===== src/rtl/contador_u_sequencer.sv =====
// Units-digit sequencer: prescaled up/down counter 0..MAX with run/pause/done control.
// Optional macro CONTADOR_U_AUTORELOAD_EN: terminal step wraps and stays in RUN instead of DONE.
module contador_u_sequencer #(
    parameter int unsigned DIV = 50000000,
    parameter int unsigned MAX = 9
) (
    input  logic       clk,
    input  logic       reset,
    input  logic       start,
    input  logic       pause,
    input  logic       clear,
    input  logic       dir,
    output logic [3:0] count,
    output logic       tc,
    output logic       busy,
    output logic       done,
    output logic [1:0] state
);

    localparam int unsigned PW = $clog2(DIV);
    localparam logic [PW-1:0] PRESC_LAST = PW'(DIV - 1);
    localparam logic [3:0] COUNT_MAX = 4'(MAX);

    typedef enum logic [1:0] {
        S_IDLE  = 2'b00,
        S_RUN   = 2'b01,
        S_PAUSE = 2'b10,
        S_DONE  = 2'b11
    } state_t;

    state_t          state_q, state_d;
    logic [3:0]      count_q, count_d;
    logic [PW-1:0]   presc_q, presc_d;
    logic            dir_q, dir_d;
    logic            tc_q, tc_d;
    logic            busy_q, done_q;

    logic            at_term;
    logic [3:0]      step_val;
    logic [3:0]      wrap_val;
    logic [3:0]      load_val;

    // State and datapath registers; all outputs come straight from flops.
    always_ff @(posedge clk or posedge reset) begin
        if (reset) begin
            state_q <= S_IDLE;
            count_q <= 4'd0;
            presc_q <= '0;
            dir_q   <= 1'b0;
            tc_q    <= 1'b0;
            busy_q  <= 1'b0;
            done_q  <= 1'b0;
        end else begin
            state_q <= state_d;
            count_q <= count_d;
            presc_q <= presc_d;
            dir_q   <= dir_d;
            tc_q    <= tc_d;
            busy_q  <= (state_d == S_RUN) || (state_d == S_PAUSE);
            done_q  <= (state_d == S_DONE);
        end
    end

    // Step arithmetic for the latched direction; terminal value never steps past 0..MAX.
    always_comb begin
        at_term  = 1'b0;
        step_val = count_q;
        wrap_val = 4'd0;
        load_val = 4'd0;
        if (dir_q) begin
            at_term  = (count_q == 4'd0);
            step_val = count_q - 4'd1;
            wrap_val = COUNT_MAX;
        end else begin
            at_term  = (count_q == COUNT_MAX);
            step_val = count_q + 4'd1;
            wrap_val = 4'd0;
        end
        if (dir) begin
            load_val = COUNT_MAX;
        end
    end

    // Next-state logic; priority clear > start > pause.
    always_comb begin
        state_d = state_q;
        count_d = count_q;
        presc_d = presc_q;
        dir_d   = dir_q;
        tc_d    = 1'b0;

        if (clear) begin
            state_d = S_IDLE;
            count_d = 4'd0;
            presc_d = '0;
        end else if (start) begin
            state_d = S_RUN;
            dir_d   = dir;
            count_d = load_val;
            presc_d = '0;
        end else begin
            case (state_q)
                S_RUN: begin
                    if (pause) begin
                        state_d = S_PAUSE;
                    end else if (presc_q == PRESC_LAST) begin
                        presc_d = '0;
                        if (at_term) begin
                            tc_d = 1'b1;
`ifdef CONTADOR_U_AUTORELOAD_EN
                            count_d = wrap_val;
`else
                            state_d = S_DONE;
`endif
                        end else begin
                            count_d = step_val;
                        end
                    end else begin
                        presc_d = presc_q + PW'(1);
                    end
                end
                S_PAUSE: begin
                    if (pause) begin
                        state_d = S_RUN;
                    end
                end
                default: begin
                end
            endcase
        end
    end

`ifndef CONTADOR_U_AUTORELOAD_EN
    // Wrap value only matters when autoreload is built in.
    logic unused_wrap;
    assign unused_wrap = ^wrap_val;
`endif

    assign count = count_q;
    assign tc    = tc_q;
    assign busy  = busy_q;
    assign done  = done_q;
    assign state = state_q;

endmodule

===== config.mk =====
export PLATFORM = sky130hd
export DESIGN_NAME = contador_u_sequencer
export DESIGN_NICKNAME = d
export VERILOG_FILES = /design/src/rtl/contador_u_sequencer.sv
export SDC_FILE = /design/constraint.sdc
export NUM_CORES = 1
export LEC_CHECK = 0
export BUFFER_PORTS_ARGS = -buffer_cell sky130_fd_sc_hd__clkbuf_2
export CORE_UTILIZATION = 50
export CTS_CLUSTER_DIAMETER = 150
export DETAILED_ROUTE_END_ITERATION = 8
export PLACE_DENSITY = 0.78
export SKIP_LAST_GASP = 1
export SLEW_MARGIN = 20
export SYNTH_ARGS = -nofsm -noshare
export SYNTH_HDL_FRONTEND = slang
export SYNTH_SLANG_ARGS = --single-unit

===== constraint.sdc =====
create_clock -name clk -period 2.5 [get_ports clk]
set_input_delay 0.5 -clock clk [delete_from_list [all_inputs] [get_ports clk]]
set_output_delay 0.5 -clock clk [all_outputs]
set_load 0.03 [all_outputs]

* After elaboration in Yosys (flattened, before gate mapping)
Cells that the tools add are included.
Storage, ports and cells: register bits after elaboration 36, input bits 6, logic and storage cells 54
Operators by class: $add $sub $neg 3, equal/unequal tests 9, multiplexer cells 27, bitwise operators 1, reduce and logical (&&, ||, !) cells 7
Operators with widths (number):
- $mux W26 | 5
- $mux W4 | 8
- $add A26 B1 Y26 const B | 1
- $eq A26 B26 Y1 const B | 1
- $mux W2 | 6
- $mux W1 | 7
- $eq A2 B2 Y1 const B | 3
- $reduce_bool A3 Y1 | 2
- $add A4 B1 Y4 const B | 1
- $eq A2 B1 Y1 const B | 2
- $eq A4 B4 Y1 const B | 1
- $logic_not A4 Y1 | 1
- $pmux W2 S2 | 1
- $reduce_and A2 Y1 | 2
- $reduce_and A4 Y1 | 1
- $sub A4 B1 Y4 const B | 1
- $ne A3 B2 Y1 const B | 1
- $ne A3 B3 Y1 const B | 1
- $logic_or A1 B1 Y1 | 1
- $not A1 Y1 | 1

* Longest topological paths before layout
depth in word-level cells 10, mapped depth 8, depth with buffers taken out 7

* Worst setup path before layout
No wires, ideal clock.
path type register -> register, start register state_q[1] (netlist: state[1]), end register presc_q[25], library setup time 0.127 ns, arrival 1.811 ns, required time 2.373 ns, path slack 0.561 ns, cell stages (with the launch flop) 8, path buffers 0, period minus slack after synthesis 1.939 ns, cell sequence dfrtp_1 -> inv_1 -> ha_1 -> nor2b_1 -> o2111ai_4 -> nor4_4 -> a31o_2 -> a21oi_1
Between the ends: longest elaborated chain between the ends 3
RTL lines:
- from (decl) | line 31 | state_t state_q, state_d;
- from (signal assigned) | line 54 | state_q <= state_d;
- $eq A2 B1 Y1 | line 102 | case (state_q)
- $reduce_bool A3 Y1 (no source line)
- $reduce_and A2 Y1 (no source line)
- to (signal assigned) | line 56 | presc_q <= presc_d;
- to (decl) | line 33 | logic [PW-1:0] presc_q, presc_d;
No other way between the ends. A chain may end at the register's enable or synchronous reset.

* Worst setup path in the final report
start register presc_q[10], end register busy_q (netlist: busy)
Between the ends: longest elaborated chain between the ends 8, elaborated cells on any way between the ends 9, classes of those cells eq/ne: 3; mux: 5; reduce/logical: 1
RTL lines:
- $eq A26 B26 Y1 (*) | line 106 | end else if (presc_q == PRESC_LAST) begin
- $mux W2 (*) | line 106
- $mux W2 (*) | line 104 | if (pause) begin
- $pmux W2 S2 (*) | line 102
- $mux W2 (*) | line 96 | end else if (start) begin
- $mux W2 (*) | line 92 | if (clear) begin
- named net state_d[1] | line 31
- $eq A2 B1 Y1 or $eq A2 B2 Y1 (tied branches) | line 59 | busy_q <= (state_d == S_RUN) || (state_d == S_PAUSE);
- $logic_or A1 B1 Y1 (*) | line 59
- to (signal assigned) | line 59
- to (decl) | line 36 | logic busy_q, done_q;
Mark *: on every way through the listed nets, which the timed path passes. The rest lies on a longest branch.

==> impl_summary.md <==
Clock network
The hold-fix buffer count after cts is 0. In this run, CTS created clock tree buffers numbering 5. The count of H-tree levels built during CTS is 2.

Post-CTS timing repair inserted 0 buffers for setup. The count of clock tree sinks is 36. The number of buffers on the longest clock path is 2. Once the clock tree was built, the resizer swapped 0 gates to a different size. The CTS tree is built. The clock transition time at the flip-flop clock pins of the worst setup and hold paths is 70 ps. The clock latency reported for the late side of the worst-skew pair is 290 ps.

The root buffer cell chosen for the clock tree is clkbuf_8.

STA
At the pin with the least slew margin, the transition time is 527 ps. Setup repair after global routing left no endpoint under its margin. The total negative setup slack is 0 ps. The post-route worst setup slack is 467 ps. The final count of hold timing violations came to 0. The clock arrives with 7.10 ps of skew. Subtracting the final worst setup slack from the clock period gives 2030 ps.

The portion of the clock cycle consumed by the worst path in the final layout is 0.813. Setup violations remaining at the end of the flow were counted as 0. The final max-slew violation count was 0. In this run the tightest slew margin relative to its limit is 0.648. The maximum frequency from static timing analysis is 492 MHz.

Power
VDD sags by at most 317 uV. Power spread over the standard cell area amounts to 491 mW/mm^2. The static leakage power is 0.00103 uW.

Floorplanning
The die width is 66.6 um. The starting utilization of the core area is 0.522. The floorplan step set the die height to 66.6 um. The die covers 0.00444 sq mm. The initialized floorplan defines 23 standard-cell rows.

During I/O placement, the number of pins put on the boundary was 15. In this run the standard cell core region covers 0.00400 sq mm.

Yosys
The most common cell in the synthesized netlist is dfrtp_1. The sequential share of the synthesized area is 0.431. The average instance in the mapped netlist occupies 9.81 sq um. The Yosys step of the flow raised 0 warnings.

The fraction of synthesized cell area taken by the top area cell type is 0.431. The cell count after synthesis came out at 213. In this run, distinct cell masters in the synthesized netlist total 48. In the synthesized netlist the dominant register cell turns out to be dfrtp_1. The biggest area consumer among synthesized cells is dfrtp_1.

The total nets after synthesis is 226. The summed instance area of the synthesized netlist is 0.00209 sq mm. Of all flip-flops after synthesis, the portion carrying an async set or reset was 1.00. After synthesis, the cell types taking the most area are dfrtp_1 (43%), xor2_1 (5.4%), nor2_1 (5.0%). The number of register bits inferred by synthesis is 36. Counting instances in the post-synthesis netlist gives the leading cell types as dfrtp_1 (36), nor2_1 (28), inv_1 (13), xor2_1 (13), nand2_1 (12). The number of enable flip-flop cells after synthesis is 0.

Worst setup path
Data on the critical path is required at its endpoint by 2670 ps. Across all register-to-register paths, the minimum setup slack is 470 ps. The number of cells traversed by the worst register-to-register path is 6.

The arrival time at the worst endpoint is 2200 ps. The worst register-to-register path ends at busy. The worst setup path is captured at a flop. STA classifies the critical path startpoint as a flop. The maximum fanout encountered on the critical timing path is 6. The type of the worst setup path is reg -> reg. The worst register-to-register path begins at presc_q[10].

Layout
Of the cells placed in the final design, the portion with a size suffix greater than 1 is 0.151. The layout-stage area growth over the synthesis result is 9.82%. The number of nets at the end of the flow is 244. The number of diodes is 0.

Global route
The number of global-route vias before repair is 1597. The first global-routing pass estimated 7350 um of wire. The pin count of the biggest net entering global routing is 37.

The initial antenna violation count is 0. Summed over all layers, the global routing overflow is 0. In the global route stage, overall resource usage came out at 0.224.

Placement
The setup slack at placement is 482 ps. The final weighted congestion of routability-driven global placement is 0.782. The count of input and output buffers is 14. The HPWL after detailed placement is 2970 um.

Route
Wires add up to 4150 um. In the detailed route, the total length drawn on met2 is 2010 um. The length of routed met3 wiring is 120 um. The number of optimization iterations in the first detailed-route pass is 4. The detailed router's first-iteration violation count is 108. The sum of routed wire segments on met1 is 1970 um.

In the routed design, unresolved DRC markers number 0. The highest layer used for signal routing is met4. The count of nets left with antenna violations once routing finished came out at 0. The number of vias after detailed routing is 1618. The post-detailed-route wirelength per cell is 14.7 um.

The post-detailed-route via-to-cell ratio is 5.74.

Run status
The run finished with clean final reports.

Run
Max-cap violations in this run came to 0.

Worst hold path
The type of the worst min-delay path is in -> async.
==> worst max-delay path, stage by stage (launching register included) <==
cell and delay, ps:
dfrtp_1 440, or4_1 560, nor3_2 180, nand3_2 150
o21ai_0 170, and3_1 190, ha_1 230
==> state kept, by name, indices dropped and copies added (netlist names) <==
name	cells
presc_q	26
count	4
state	2
busy	1
dir_q	1
done	1
tc	1
==> area by class of cell <==
cell class	instances	area (sq um)
clock buffer	8	90.1
fill	356	1710
inverter	13	48.8
multi-input combinational	158	1100
sequential	36	901
tap	50	62.6
timing repair buffer	17	92.6
==> per-layer routing <==
layer,GRT usage,up-vias
li1,-,787
met2,0.371,22
met1,0.286,803
met4,0.0559,0
met3,0.0616,6
met5,0,-
==> layout by cell type, fill, tap and decap left out, types with 2 or more instances in the layout <==
cell      instances
buf_4             3
nor2_1           28
nor4_4            2
clkbuf_8          6
and3_1            6
inv_1            13
o21ai_0           5
a21oi_1           6
ha_1              6
and4_1            5
clkbuf_1          2
a21o_1            2
xnor2_1          11
a31oi_1           2
and2_1            2
nor4_1            2
mux2i_1           2
nand2_1          12
nand4b_1          2
nand3_1          10
dfrtp_1          36
nor3_1            9
xor2_1           13
clkbuf_2         14
nand4_1           9
==> where the power goes <==
group / total, uW / internal, uW / switching [uW] / leakage, uW
sequential: 604 / 591 / 12.5 / 0.000497
clock: 419 / 225 / 195 / 0.0000455
combinational: 105 / 34.6 / 70.1 / 0.000487
total: 1130 / 850 / 277 / 0.00103
==> cells by family after synthesis <==
logic type | after synthesis | synth area share
AOI/OAI and AO/OA | 24 | 0.0910
xor gates and xnor gates | 24 | 0.101
adders and majority gates | 7 | 0.0455
buffers and inverters | 19 | 0.0425
DFF | 36 | 0.431
muxes | 2 | 0.00958
and+or+nand+nor | 101 | 0.280
==> per-stage QoR <==
stage               instance area, sq um  hold slack [ps]  utilization  power [uW]  std cells
floorplan                           2090              477            -         688        213
global placement                    2200              517        0.551         716        274
detailed placement                  2200              526        0.551         721        274
CTS                                 2290              299        0.574        1140        282
global route                        2290              342        0.574        1180        282
finish                              2290              277        0.574        1130        282
==> worst max-delay path by stage <==
stage | start | end | slack, ps | cells after the start
2_1_floorplan | state[1] | presc_q[25] | 560 | 7
3_3_place_gp | presc_q[10] | busy | 510 | 6
3_5_place_dp | state[1] | presc_q[25] | 480 | 7
4_1_cts | state[1] | presc_q[25] | 470 | 7
5_1_grt | state[1] | presc_q[22] | 350 | 7
6_report | presc_q[10] | busy | 470 | 6
(Power assumes the default switching activity.)
